`src/rtl/axi_mem_arbiter.sv`:
```
// axi_mem_arbiter
//   Sequences the core's instruction-fetch and data-memory requests onto a
//   single AXI master port. Only one single-beat word transaction is in flight
//   at any time. Data requests have fixed priority over fetches.
//
// Ports
//   a_clk, a_resetn              clock, async active-low reset
//   if_req/if_addr               fetch request (level) and word address
//   if_rdata/if_done/if_fault    registered fetch data, completion pulse, fault
//   d_req/d_we/d_addr/d_wdata/d_wmask  data request, write enable, payload
//   d_rdata/d_done/d_err         registered load data, completion pulse, error
//   aw_*/w_*/b_*                 AXI write address, write data, write response
//   ar_*/r_*                     AXI read address, read data
module axi_mem_arbiter #(
    parameter logic [3:0] IF_ID = 4'b1000,
    parameter logic [3:0] D_ID  = 4'b0000
) (
    input  logic        a_clk,
    input  logic        a_resetn,
    input  logic        if_req,
    input  logic [31:0] if_addr,
    output logic [31:0] if_rdata,
    output logic        if_done,
    output logic        if_fault,
    input  logic        d_req,
    input  logic        d_we,
    input  logic [31:0] d_addr,
    input  logic [31:0] d_wdata,
    input  logic [3:0]  d_wmask,
    output logic [31:0] d_rdata,
    output logic        d_done,
    output logic        d_err,
    output logic [3:0]  aw_id,
    output logic [31:0] aw_addr,
    output logic [3:0]  aw_len,
    output logic [2:0]  aw_size,
    output logic [1:0]  aw_burst,
    output logic        aw_valid,
    input  logic        aw_ready,
    output logic [3:0]  w_id,
    output logic [31:0] w_data,
    output logic [3:0]  w_strb,
    output logic        w_last,
    output logic        w_valid,
    input  logic        w_ready,
    input  logic [3:0]  b_id,
    input  logic [1:0]  b_resp,
    input  logic        b_valid,
    output logic        b_ready,
    output logic [3:0]  ar_id,
    output logic [31:0] ar_addr,
    output logic [3:0]  ar_len,
    output logic [2:0]  ar_size,
    output logic [1:0]  ar_burst,
    output logic        ar_valid,
    input  logic        ar_ready,
    input  logic [3:0]  r_id,
    input  logic [31:0] r_data,
    input  logic [1:0]  r_resp,
    input  logic        r_last,
    input  logic        r_valid,
    output logic        r_ready
);

    localparam logic [2:0] S_IDLE  = 3'd0;
    localparam logic [2:0] S_RADDR = 3'd1;
    localparam logic [2:0] S_RDATA = 3'd2;
    localparam logic [2:0] S_WADDR = 3'd3;
    localparam logic [2:0] S_WRESP = 3'd4;
    localparam logic [2:0] S_DONE  = 3'd5;

    logic [2:0]  state;
    logic [31:0] lat_addr;
    logic [31:0] lat_wdata;
    logic [3:0]  lat_strb;
    logic [3:0]  lat_id;
    logic        own_d;      // 1: current transaction belongs to the data port
    logic        err_q;
    logic        aw_ok;
    logic        w_ok;
    logic [31:0] if_rdata_q;
    logic [31:0] d_rdata_q;

    logic aw_hs;
    logic w_hs;

    assign aw_hs = aw_valid & aw_ready;
    assign w_hs  = w_valid & w_ready;

    always_ff @(posedge a_clk or negedge a_resetn) begin
        if (!a_resetn) begin
            state      <= S_IDLE;
            lat_addr   <= '0;
            lat_wdata  <= '0;
            lat_strb   <= '0;
            lat_id     <= '0;
            own_d      <= 1'b0;
            err_q      <= 1'b0;
            aw_ok      <= 1'b0;
            w_ok       <= 1'b0;
            if_rdata_q <= '0;
            d_rdata_q  <= '0;
        end else begin
            case (state)
                S_IDLE: begin
                    aw_ok <= 1'b0;
                    w_ok  <= 1'b0;
                    if (d_req) begin
                        own_d     <= 1'b1;
                        lat_addr  <= d_addr;
                        lat_wdata <= d_wdata;
                        lat_strb  <= d_wmask;
                        lat_id    <= D_ID;
                        state     <= d_we ? S_WADDR : S_RADDR;
                    end else if (if_req) begin
                        own_d     <= 1'b0;
                        lat_addr  <= if_addr;
                        lat_wdata <= '0;
                        lat_strb  <= '0;
                        lat_id    <= IF_ID;
                        state     <= S_RADDR;
                    end
                end
                S_RADDR: begin
                    if (ar_ready) state <= S_RDATA;
                end
                S_RDATA: begin
                    if (r_valid) begin
                        if (own_d) d_rdata_q  <= r_data;
                        else       if_rdata_q <= r_data;
                        err_q <= (r_resp != 2'b00) | ~r_last | (r_id != lat_id);
                        state <= S_DONE;
                    end
                end
                S_WADDR: begin
                    if (aw_hs) aw_ok <= 1'b1;
                    if (w_hs)  w_ok  <= 1'b1;
                    // Address and data channels may complete in either order
                    // or together; leave only once both have been accepted.
                    if ((aw_ok | aw_hs) && (w_ok | w_hs)) state <= S_WRESP;
                end
                S_WRESP: begin
                    if (b_valid) begin
                        err_q <= (b_resp != 2'b00) | (b_id != D_ID);
                        state <= S_DONE;
                    end
                end
                S_DONE:  state <= S_IDLE;
                default: state <= S_IDLE;
            endcase
        end
    end

    assign ar_valid = (state == S_RADDR);
    assign ar_id    = lat_id;
    assign ar_addr  = lat_addr;
    assign ar_len   = 4'd0;
    assign ar_size  = 3'b010;
    assign ar_burst = 2'b01;
    assign r_ready  = (state == S_RDATA);

    assign aw_valid = (state == S_WADDR) & ~aw_ok;
    assign aw_id    = lat_id;
    assign aw_addr  = lat_addr;
    assign aw_len   = 4'd0;
    assign aw_size  = 3'b010;
    assign aw_burst = 2'b01;
    assign w_valid  = (state == S_WADDR) & ~w_ok;
    assign w_id     = lat_id;
    assign w_data   = lat_wdata;
    assign w_strb   = lat_strb;
    assign w_last   = 1'b1;
    assign b_ready  = (state == S_WRESP);

    assign if_done  = (state == S_DONE) & ~own_d;
    assign if_fault = if_done & err_q;
    assign if_rdata = if_rdata_q;
    assign d_done   = (state == S_DONE) & own_d;
    assign d_err    = d_done & err_q;
    assign d_rdata  = d_rdata_q;

endmodule

```
`config.mk`:
```
export PLATFORM = sky130hd
export DESIGN_NAME = axi_mem_arbiter
export DESIGN_NICKNAME = d
export VERILOG_FILES = /design/src/rtl/axi_mem_arbiter.sv
export SDC_FILE = /design/constraint.sdc
export NUM_CORES = 1
export LEC_CHECK = 0
export CAP_MARGIN = 30
export CORE_AREA = 2 2 137 139
export CTS_CLUSTER_SIZE = 8
export DETAILED_ROUTE_END_ITERATION = 8
export DIE_AREA = 0 0 139 141
export DONT_BUFFER_PORTS = 1
export SLEW_MARGIN = 20
export SYNTH_ARGS = -nofsm -noshare
export SYNTH_HDL_FRONTEND = slang
export SYNTH_SLANG_ARGS = --single-unit
```
`constraint.sdc`:
```
create_clock -name a_clk -period 1.79 [get_ports a_clk]
set_input_delay 0.0895 -clock a_clk [delete_from_list [all_inputs] [get_ports a_clk]]
set_output_delay 0.0895 -clock a_clk [all_outputs]
set_load 0.05 [all_outputs]
```
==> results.cfg <==
[route]
wl_per_cell_um = 20.8
vias = 4335
drtPass1Iterations = 4
finalWirelength_um = 17700
drc = 0
drtIter0Drc = 141
ant_nets = 0
viasPerCell = 5.09

[synthesis]
syn_inst = 456
ys_ff_latch = 140
seq_area_frac_synth = 0.578
synth_async_sr_flop_share = 1.00
ys_types = 36
synth_edf_count = 0
synth_warnings = 0
synth_ff_type = dfrtp_1
netlist_area_um2 = 6060
syn-mean-instance-area_um2 = 13.3

[sta]
setup_viol = 0
worst-slew-pin-transition_ns = 0.593
slew_viol_final = 0
finalCriticalPeriod_ns = 1.76
max_freq_mhz = 567
rsz0062_at_grt = true
whs_ns = -0.632
fin_ws_ns = 0.0273
max_slew_margin = 0.605
final_hold_viol_count = 140
fin_tns_setup_ns = 0
period_share = 0.985
skew_ns = 0.00895

[floorplan]
io_pins = 359
initial_core_util = 0.332
dieArea_um2 = 19600
fp-row-count = 50
die_x_um = 139
die_h_um = 141
core_area_um2 = 18300

[flow_run]
drv_cap = 0

[global_routing]
track_usage = 0.173
grt_max_degree = 141
grt_overflow = 0
first_global_vias = 4594
antenna_found_initial = 0
grt_pass1_wl_um = 26300

[setup_path]
cp_top_family = buffers and inverters
crit_slowest_cell = dfrtp_2
critPathArrivalTime_ns = 2.06
cp_max_fo = 12
path_class = flip-flop to flip-flop
critPathLaunchType = flip-flop
worstPathRequired_ns = 2.09
cp-end-kind = flip-flop
slowest_delay_ns = 0.41
critical_path.cell_chain = buf_4 -> nor3_4 -> nor3b_4 -> bufbuf_16 -> mux2_2
path_buf_inv = 2

[clocking]
clock_tree.root_cell = clkbuf_16
cts.path.max_buffers = 2
numClockSinks = 140
path_clk_slew_ns = 0.07
worstSkewPairLatency_ns = 0.42
htree_levels = 4
ctsHoldBuffers = 133
cts_tree = yes
cts_buffers = 17

[outcome]
status = complete, but fails checks
violations = negative hold slack

[finish]
drive_gt1_frac = 0.288
final_common_cell = dfrtp_1
antenna_cells = 0
layout.nets = 760
post-route-util = 0.463
instances_no_fill = 852
area_growth_pct = 39.6
final_cell_mix = dfrtp_1 (138), dlygate4sd3_1 (132), buf_4 (55), mux2_2 (53), a22o_1 (36)

[placement]
hpwlAfterDp_um = 11300
dpl_worst_slack_ns = 0.00877
portBuffers = 0
dp.cells = 679
gp_congestion = 0.754

[min_path]
min_path_type = input pin to async pin
final timing paths:
check | start | end | slack (ns) | cells after the start
setup / recovery | state[0] | if_rdata[12] | 0.03 | 5
hold / removal | a_resetn | if_rdata[3] | -0.63 | 0
setup reg to reg | state[0] | if_rdata[12] | 0.03 | 5
hold reg to reg | ar_addr[6] | ar_addr[6] | 0.52 | 1
max in group asynchronous | a_resetn | ar_addr[4] | 2.12 | 0
min in group a_clk | b_id[0] | err_q | 0.01 | 4
logic make-up (layout without fill, tap and decap cells):
logic type | Yosys count | in the layout | share of synthesized area
XOR/XNOR | 1 | 1 | 0.00144
AO/OA/AOI/OAI | 88 | 88 | 0.125
buffers and inverters | 98 | 234 | 0.104
flip-flops | 140 | 140 | 0.578
multiplexers | 65 | 65 | 0.121
other | 2 | 28 | 0.00124
AND/OR/NAND/NOR | 62 | 62 | 0.0702
Yosys cell counts, types with 2 or more instances:
library cell,instances,area [um2]
dfrtp_1,140,3500
clkbuf_1,16,60.1
a221o_1,32,320
and2_1,2,12.5
a22o_1,36,315
nor3_1,3,15.0
a211oi_1,2,15.0
o21ai_0,7,35.0
o211ai_1,3,22.5
nand2_1,4,15.0
conb_1,2,7.51
buf_4,65,488
inv_1,4,15.0
nor2_1,5,18.8
nor3b_1,33,248
nor2b_1,2,12.5
nand3_1,3,15.0
nand3b_1,2,15.0
buf_2,13,65.1
mux2_2,64,721
a21oi_1,3,15.0
what timing repair did:
item	CTS	global route
hold endpoints to repair	277	140
pin swaps	1	1
setup endpoints to repair	7	31
cloned	1	1
buffers inserted	4	2
resized for setup	2	10
final cells by class:
cell class / count / area [um2]
clock buffers: 17 / 425
clock inverters: 15 / 145
fillers: 1571 / 9800
inverters: 4 / 15.0
multi-input cells: 244 / 2140
flip-flops and latches: 140 / 3510
well taps: 234 / 293
repair buffers: 198 / 1950
per-stage QoR:
step	hold WS, ns	instance area, um2
CTS	-0.664	8400
global route	-0.662	8470
detailed placement	-0.203	6420
finish	-0.632	8470
global placement	-0.203	6420
floorplan	-0.206	6250
registers in the layout, summed over array words and instances, names as in the netlist:
signal and cells:
aw_ok 1, ar_addr 32, err_q 1, own_d 1
w_strb 4, w_data 32, w_ok 1, d_rdata 32
state 3, ar_id 1, if_rdata 32
metal layers:
| layer | up-vias | track usage | wire, um |
|---|---|---|---|
| met5 | - | 0 | 0 |
| met4 | 0 | 0.0606 | 291 |
| met3 | 23 | 0.0533 | 1200 |
| met2 | 250 | 0.315 | 9540 |
| met1 | 2174 | 0.192 | 6700 |
| li1 | 1888 | - | - |
Power is left out: the tool's default activity adds up to more than one toggle a clock period on the data nets, which glitch-free logic cannot reach.
